### src/rtl/scemi_out_pipe_proxy.sv
// Output-pipe proxy: binds to the host link once after reset, then buffers
// host words in a DEPTH-entry FIFO that the consumer drains.
module scemi_out_pipe_proxy #(
  parameter int          WIDTH   = 32,
  parameter int          DEPTH   = 4,
  parameter logic [15:0] PORT_ID = 16'd0
) (
  input  logic                       CLK,
  input  logic                       RST_N,
  output logic                       BIND_REQ,
  output logic [15:0]                BIND_ID,
  input  logic                       BIND_ACK,
  input  logic                       BIND_OK,
  input  logic [31:0]                BIND_INDEX,
  input  logic                       HOST_VALID,
  input  logic [WIDTH-1:0]           HOST_DATA,
  output logic                       HOST_READY,
  output logic [31:0]                PROXY_INDEX,
  output logic [WIDTH-1:0]           DATA,
  output logic                       DATA_RDY,
  input  logic                       DATA_EN,
  output logic [$clog2(DEPTH):0]     COUNT,
  output logic                       BOUND,
  output logic                       FAIL,
  output logic                       UNDERFLOW
);

  localparam int AW = $clog2(DEPTH);
  localparam int CW = AW + 1;
  localparam logic [CW-1:0] DEPTH_C = CW'(DEPTH);

  typedef enum logic [1:0] {
    ST_IDLE    = 2'd0,
    ST_BINDING = 2'd1,
    ST_ACTIVE  = 2'd2,
    ST_FAILED  = 2'd3
  } state_t;

  state_t            state_r;
  state_t            state_nxt_s;
  logic              index_load_s;
  logic [31:0]       proxy_index_r;
  logic              underflow_r;
  logic [AW-1:0]     wr_ptr_r;
  logic [AW-1:0]     rd_ptr_r;
  logic [CW-1:0]     count_r;
  logic [CW-1:0]     count_nxt_s;
  logic [WIDTH-1:0]  mem_r [DEPTH];
  logic              host_ready_s;
  logic              data_rdy_s;
  logic              push_s;
  logic              pop_s;

  // Handshake qualifiers, all derived from registered state only
  assign host_ready_s = (state_r == ST_ACTIVE) && (count_r < DEPTH_C);
  assign data_rdy_s   = (count_r != {CW{1'b0}});
  assign push_s       = HOST_VALID && host_ready_s;
  assign pop_s        = DATA_EN && data_rdy_s;

  // Bind sequencing; ACTIVE and FAILED only leave through reset
  always_comb begin
    state_nxt_s  = state_r;
    index_load_s = 1'b0;
    case (state_r)
      ST_IDLE: begin
        state_nxt_s = ST_BINDING;
      end
      ST_BINDING: begin
        if (BIND_ACK) begin
          if (BIND_OK) begin
            state_nxt_s  = ST_ACTIVE;
            index_load_s = 1'b1;
          end else begin
            state_nxt_s = ST_FAILED;
          end
        end else begin
          state_nxt_s = ST_BINDING;
        end
      end
      ST_ACTIVE: state_nxt_s = ST_ACTIVE;
      ST_FAILED: state_nxt_s = ST_FAILED;
      default:   state_nxt_s = ST_IDLE;
    endcase
  end

  // Occupancy update; a simultaneous push and pop leaves it unchanged
  always_comb begin
    count_nxt_s = count_r;
    case ({push_s, pop_s})
      2'b10:   count_nxt_s = count_r + CW'(1);
      2'b01:   count_nxt_s = count_r - CW'(1);
      default: count_nxt_s = count_r;
    endcase
  end

  // Control state register with synchronous reset
  always_ff @(posedge CLK) begin
    if (RST_N) begin
      state_r       <= ST_IDLE;
      proxy_index_r <= 32'd0;
      underflow_r   <= 1'b0;
      wr_ptr_r      <= {AW{1'b0}};
      rd_ptr_r      <= {AW{1'b0}};
      count_r       <= {CW{1'b0}};
    end else begin
      state_r <= state_nxt_s;
      count_r <= count_nxt_s;
      if (index_load_s) begin
        proxy_index_r <= BIND_INDEX;
      end
      if (DATA_EN && !data_rdy_s) begin
        underflow_r <= 1'b1;
      end
      // Pointers wrap naturally since DEPTH is a power of two
      if (push_s) begin
        wr_ptr_r <= wr_ptr_r + AW'(1);
      end
      if (pop_s) begin
        rd_ptr_r <= rd_ptr_r + AW'(1);
      end
    end
  end

  // Buffer storage, deliberately left unreset
  always_ff @(posedge CLK) begin
    if (push_s) begin
      mem_r[wr_ptr_r] <= HOST_DATA;
    end
  end

  assign BIND_REQ    = (state_r == ST_BINDING);
  assign BIND_ID     = PORT_ID;
  assign HOST_READY  = host_ready_s;
  assign PROXY_INDEX = proxy_index_r;
  assign DATA        = mem_r[rd_ptr_r];
  assign DATA_RDY    = data_rdy_s;
  assign COUNT       = count_r;
  assign BOUND       = (state_r == ST_ACTIVE);
  assign FAIL        = (state_r == ST_FAILED);
  assign UNDERFLOW   = underflow_r;

endmodule
### config.mk
export PLATFORM = sky130hd
export DESIGN_NAME = scemi_out_pipe_proxy
export DESIGN_NICKNAME = d
export VERILOG_FILES = /design/src/rtl/scemi_out_pipe_proxy.sv
export SDC_FILE = /design/constraint.sdc
export NUM_CORES = 1
export LEC_CHECK = 0
export CAP_MARGIN = 40
export CORE_MARGIN = 2
export CORE_UTILIZATION = 44
export DETAILED_ROUTE_END_ITERATION = 7
export PLACE_DENSITY = 0.73
export SETUP_SLACK_MARGIN = 0.2
export SLEW_MARGIN = 20
export SYNTH_ARGS = -nofsm -noshare
export SYNTH_HDL_FRONTEND = slang
export SYNTH_SLANG_ARGS = --single-unit
### constraint.sdc
create_clock -name CLK -period 2.17 [get_ports CLK]
set_clock_uncertainty 0.2 [all_clocks]
set_input_delay 0.434 -clock CLK [delete_from_list [all_inputs] [get_ports CLK]]
set_output_delay 0.434 -clock CLK [all_outputs]
set_load 0.005 [all_outputs]
==> results.ini, run 1 <==
[finish]
drive_gt1_frac=0.277
nFillCells=1024
fin_util=0.629
layout.nets=647
area_growth_syn_to_layout_pct=40.1
diodes=0

[clock_tree]
clockRootBuffer=clkbuf_16
cts_num_sinks=172
clkTransAtPathRegs_ps=60
clockBufferDepth=2
clk_latency_ps=420
cts_tree=yes
htree_levels=4
cts_buffers=17

[outcome]
status=finished with violations
violations=negative setup slack

[routing]
top_layer=met4
wl_um=13300
drc=0
num_vias=3826
dr_wl_met3_um=1200
wl_per_cell_um=17.3
vias_per_cell=4.98
drt_iter0_drc=235
met1_length_um=5430
met2_length_um=6500
drtAntennaViolNets=0
first_pass_iters=6

[logic_synthesis]
synth_adder_area_share=0.0127
synth_compound_area_frac=0.0335
ys_types=31
syn_avg_cell_area_um2=16.7
yosysSeqAreaShare=0.726
yosys_warnings=0
synth_xor_area_frac=0.00538
synthSimpleGateAreaFrac=0.0596
muxShareOfSynthArea=0.113
syn_area_mm2=0.00651
ys_ff_latch=172
syn-instance-count=389
synth_top_family_by_area=multiplexers

[worst_setup_path]
crit_fanout=6
cp-start-kind=flop
r2r_slack_ps=80
r2r_start=COUNT[2]
worstReg2RegEnd=COUNT[2]
critPathKind=flop to primary output
crit_end=DATA[23]
arrival_ps=1770
worstPathRequired_ps=1540
r2r_cells=8
crit_path_end_kind=primary output

[sta]
rsz0062_at_grt=true
whs_ps=254
period_minus_slack_ps=2400
setup_ws_ps=-235
setup_tns_ps=-5630
report.final.slew_viol_count=0
fmax_mhz=416
finalSetupViolations=32
hold_violations=0
fin_crit_sh=1.11

[global_route]
grt_max_degree=34
grt_pass1_wl_um=21300
antenna_found_initial=0
first_global_vias=3985
grt_usage=0.175
grt_overflow=0

[placement]
portBuffers=142
place.gp.congestion=0.749
hpwl_um=8570

[floorplan]
die_width_um=126
pin_count=159
die_area_mm2=0.0158
std_cell_rows=44
initial_core_util=0.449
core_area_mm2=0.0145
die_height_um=126

[power_and_ir_drop]
power_density_mw_per_mm2=831
p_leak_nw=3.21
swShare=0.201
p_comb_frac=0.099
p_seq_frac=0.478
internal_power_mw=6.05
p_sw_mw=1.53
ir_drop_v=0.000497
clkPwrFrac=0.423

[min_path]
hp-start=PROXY_INDEX[12]
hp-class=flop to flop

[run]
maxCapViolCount=0

[layout make-up]
type                    instances  area (um2)  share of cell area
flip-flops and latches        172        4750               0.521
repair buffers                184        1890               0.207
multi-input cells             188        1570               0.172
clock buffers                  26         586              0.0643
well taps                     184         230              0.0253
clock inverters                 6        65.1             0.00714
inverters                       8        30.0             0.00329
[synth_stat cells]
| cell type | count | area, um2 |
|---|---|---|
| a21oi_1 | 33 | 165 |
| and4b_1 | 1 | 10.0 |
| xnor2_1 | 1 | 8.76 |
| fa_1 | 1 | 20.0 |
| and4bb_2 | 1 | 12.5 |
| or3_1 | 2 | 12.5 |
| buf_12 | 3 | 60.1 |
| nor3_1 | 1 | 5.00 |
| conb_1 | 1 | 3.75 |
| mux4_2 | 30 | 676 |
| dfxtp_1 | 44 | 881 |
| nor2b_1 | 2 | 12.5 |
| xor2_1 | 3 | 26.3 |
| mux4_1 | 2 | 52.6 |
| and2b_1 | 1 | 7.51 |
| a21oi_2 | 4 | 35.0 |
| and2_1 | 5 | 31.3 |
| ha_1 | 5 | 62.6 |
| nor2_1 | 9 | 33.8 |
| nand2_1 | 65 | 244 |
| nor3_2 | 1 | 10.0 |
| mux2i_1 | 1 | 10.0 |
| o21ai_0 | 2 | 10.0 |
| nand4b_1 | 1 | 8.76 |
| inv_1 | 8 | 30.0 |
| buf_6 | 4 | 45.0 |
| o31ai_1 | 1 | 7.51 |
| buf_4 | 17 | 128 |
| buf_2 | 7 | 35.0 |
| edfxtp_1 | 128 | 3840 |
| clkbuf_1 | 5 | 18.8 |
[registers in the layout, indices dropped and copies added (netlist names), named ones only]
name         count
mem_r          128
PROXY_INDEX     32
COUNT            3
rd_ptr_r         2
state_r          2
wr_ptr_r         2
UNDERFLOW        1
[power groups by stage]
stage | Combinational [mW] | Clock [mW] | Sequential, mW
detailed placement | 0.659 | 0 | 3.68
global route | 0.812 | 3.40 | 3.62
finish | 0.753 | 3.20 | 3.62
floorplan | 0.316 | 0 | 3.68
CTS | 0.731 | 3.27 | 3.62
global placement | 0.648 | 0 | 3.68
[how the worst min path moves through the flow]
stage	endpoint	slack (ps)	cells past startpoint
3_5_place_dp	PROXY_INDEX[12]	250	2
2_1_floorplan	PROXY_INDEX[0]	250	2
6_report	PROXY_INDEX[12]	250	2
4_1_cts	PROXY_INDEX[12]	260	2
5_1_grt	PROXY_INDEX[19]	280	2
3_3_place_gp	PROXY_INDEX[13]	240	2
[cells in the final DEF, fill, tap and decap left out, drive strengths merged, types with 2 or more instances in the layout]
cell type,netlist,final
nor2,9,9
clkbuf,5,28
mux4,32,32
or3,2,2
nor3,2,2
clkdlybuf4s50,0,96
a21oi,37,37
buf,31,73
conb,1,16
clkinv,0,2
and2,5,5
nor2b,2,2
xor2,3,3
nand2,65,65
o21ai,2,2
edfxtp,128,128
ha,5,5
dfxtp,44,44
dlymetal6s2s,0,3
dlygate4sd2,0,9
inv,8,11
[metrics by stage]
| step | cells | total power, mW | worst slack [ps] | area, um2 |
|---|---|---|---|---|
| final | 768 | 7.57 | -235 | 9110 |
| after global placement | 717 | 4.33 | -255 | 8270 |
| after detailed placement | 717 | 4.34 | -335 | 8270 |
| after CTS | 765 | 7.62 | -285 | 9040 |
| after global routing | 768 | 7.84 | -294 | 9110 |
| after floorplan | 404 | 3.99 | 55.8 | 6590 |
[worst max-delay path, cell delays in order (launching register included)]
cell	delay, ps
dfxtp_4	390
buf_4	130
buf_12	110
buf_4	110
mux4_2	480
buf_2	140
[kinds of logic after synthesis]
logic type               count (synthesis)
adder cells (fa/ha/maj)                  6
flip-flops                             172
buffers and inverters                   44
XOR/XNOR                                 4
multiplexers                            33
other                                    1
AND/OR/NAND/NOR                         89
AO/OA/AOI/OAI                           40
[timing repair]
item / 4_1_cts / 5_1_grt
pin swaps: 1 / 1
endpoints found under the setup margin: 43 / 38
cloned: 2 / 0
setup buffers: 14 / 3
hold buffers: 0 / 0
gates resized for setup: 165 / 15
[layer usage]
layer,up-vias,GRT usage
li1,1769,-
met1,1877,0.224
met2,166,0.280
met3,14,0.0633
met4,0,0.0588
met5,-,0
Note: power is estimated with default switching activity, not from simulation.
==> run 2, diff against run 1 <==
--- a/config.mk
+++ b/config.mk
@@ -10,6 +10,7 @@
 export CORE_UTILIZATION = 44
 export DETAILED_ROUTE_END_ITERATION = 7
 export PLACE_DENSITY = 0.73
+export REMOVE_ABC_BUFFERS = 1
 export SETUP_SLACK_MARGIN = 0.2
 export SLEW_MARGIN = 20
 export SYNTH_ARGS = -nofsm -noshare
==> results.ini, run 2 (synthesis results as in run 1) <==
[finish]
regMostFlops=mem_r  ; unchanged
layout.nets=656  ; was 647
largest_reg_flops=128  ; unchanged
diodes=0  ; unchanged
nFillCells=1038  ; was 1024
area_growth_syn_to_layout_pct=40.0  ; was 40.1%
multiInputGateArea_mm2=0.00156  ; was 0.00157 mm2
register_area_mm2=0.00474  ; was 0.00475 mm2
final_cell_mix=edfxtp_1, clkdlybuf4s50_1, nand2_1, dfxtp_1  ; unchanged
final_common_cell=edfxtp_1  ; unchanged
drive_gt1_frac=0.292  ; was 0.277

[sta]
fmax_mhz=409  ; was 416 MHz
report.final.slew_viol_count=0  ; unchanged
setup_ws_ps=-272  ; was -235 ps
fin_crit_sh=1.13  ; was 1.11
rsz0062_at_grt=true  ; unchanged
setup_tns_ps=-6330  ; was -5630 ps
hold_violations=0  ; unchanged
whs_ps=252  ; was 254 ps
finalSetupViolations=32  ; unchanged
period_minus_slack_ps=2440  ; was 2400 ps

[global_route]
met2_usage=0.289  ; was 0.280
grt_busiest_layer=met2  ; unchanged
grt_pass1_wl_um=21800  ; was 21300 um
met3_usage=0.0659  ; was 0.0633
grt_overflow=0  ; unchanged
grt_usage=0.181  ; was 0.175
first_global_vias=4144  ; was 3985
antenna_found_initial=0  ; unchanged
grt_max_degree=34  ; unchanged
grtUsageMet1=0.227  ; was 0.224

[floorplan]
initial_core_util=0.449  ; unchanged
core_area_mm2=0.0145  ; unchanged
die_area_mm2=0.0158  ; unchanged
die_height_um=126  ; unchanged
die_width_um=126  ; unchanged
pin_count=159  ; unchanged
std_cell_rows=44  ; unchanged

[worst_setup_path]
crit_path_end_kind=primary output  ; unchanged
crit_fanout=8  ; was 6
arrival_ps=1810  ; was 1770 ps
r2r_slack_ps=120  ; was 80 ps
r2r_start=COUNT[2]  ; unchanged
cp-start-kind=flop  ; unchanged
critPathKind=flop to primary output  ; unchanged
worstPathRequired_ps=1540  ; about the same
worstReg2RegEnd=COUNT[2]  ; unchanged
r2r_cells=8  ; unchanged

[routing]
wl_per_cell_um=17.5  ; was 17.3 um
drt_iter0_drc=234  ; was 235
drc=0  ; unchanged
wl_um=13600  ; was 13300 um
drtAntennaViolNets=0  ; unchanged
vias_per_cell=5.01  ; was 4.98
first_pass_iters=4  ; was 6
num_vias=3895  ; was 3826

[placement]
place.gp.congestion=0.770  ; was 0.749
hpwl_um=8770  ; was 8570 um
portBuffers=142  ; unchanged

[outcome]
status=finished with violations  ; unchanged
violations=negative setup slack  ; unchanged

[clock_tree]
clk_latency_ps=420  ; about the same
cts_hold_repair.buffers=0  ; unchanged
clockBufferDepth=2  ; unchanged
clockRootBuffer=clkbuf_16  ; unchanged
htree_levels=4  ; unchanged
cts_num_sinks=172  ; unchanged
cts_tree=yes  ; unchanged
clkTransAtPathRegs_ps=60  ; about the same
cts_buffers=17  ; unchanged

[min_path]
whs_endpoint=PROXY_INDEX[11]  ; was PROXY_INDEX[12]
hp-class=flop to flop  ; unchanged
min_path_cells=2  ; unchanged
hp-start=PROXY_INDEX[11]  ; was PROXY_INDEX[12]

[power_and_ir_drop]
ir_drop_v=0.000455  ; was 0.000497 V
power_density_mw_per_mm2=838  ; was 831 mW/mm2
p_leak_nw=3.34  ; was 3.21 nW

[run]
maxCapViolCount=0  ; unchanged

[run 2: layout make-up]
class / count / share of cell area
multi-input combinational: 188 / 0.172
clock inverter: 9 / 0.0170
timing repair buffer: 193 / 0.208
clock buffer: 23 / 0.0547
inverter: 8 / 0.00330
tap: 184 / 0.0253
sequential: 172 / 0.520
[run 2: power by group]
group | total (mW) | switching [mW] | internal (mW)
sequential | 3.61 | 0.0294 | 3.58
combinational | 0.748 | 0.287 | 0.462
clock | 3.27 | 1.19 | 2.08
[run 2: routing by layer]
layer / vias up / routed length [um]
met5: - / 0
li1: 1793 / -
met1: 1918 / 5660
met3: 19 / 1180
met4: 0 / 217
met2: 165 / 6550
[run 2: worst max path at each step]
stage / from / endpoint / slack (ps)
2_1_floorplan: flop / DATA[0] / -600
3_3_place_gp: HOST_VALID / COUNT[2] / -390
3_5_place_dp: HOST_VALID / COUNT[2] / -450
4_1_cts: flop / DATA[19] / -300
5_1_grt: flop / DATA[19] / -340
6_report: flop / DATA[19] / -270
[run 2: what timing repair did]
item                                   in CTS  in global routing
resized for setup                         170                 18
buffers inserted                           11                  3
cloned                                      3                  0
pin swaps                                   4                  1
setup endpoints to repair                  42                 45
endpoints found under the hold margin       0                  0
[run 2: critical path, stage by stage (launching register included)]
cell and delay [ps]:
dfxtp_4 390, buf_6 120, buf_6 100, buf_16 130
mux4_2 500, buf_2 140
[run 2: stage by stage]
step | power, mW | area [um2] | util | setup WS, ps | std cells
4_1_cts | 7.71 | 9040 | 0.624 | -302 | 774
6_report | 7.63 | 9110 | 0.629 | -272 | 777
3_5_place_dp | 4.35 | 8300 | 0.573 | -454 | 728
3_3_place_gp | 4.34 | 8300 | 0.573 | -391 | 728
5_1_grt | 7.91 | 9110 | 0.629 | -339 | 777
2_1_floorplan | 3.91 | 6280 | - | -601 | 368
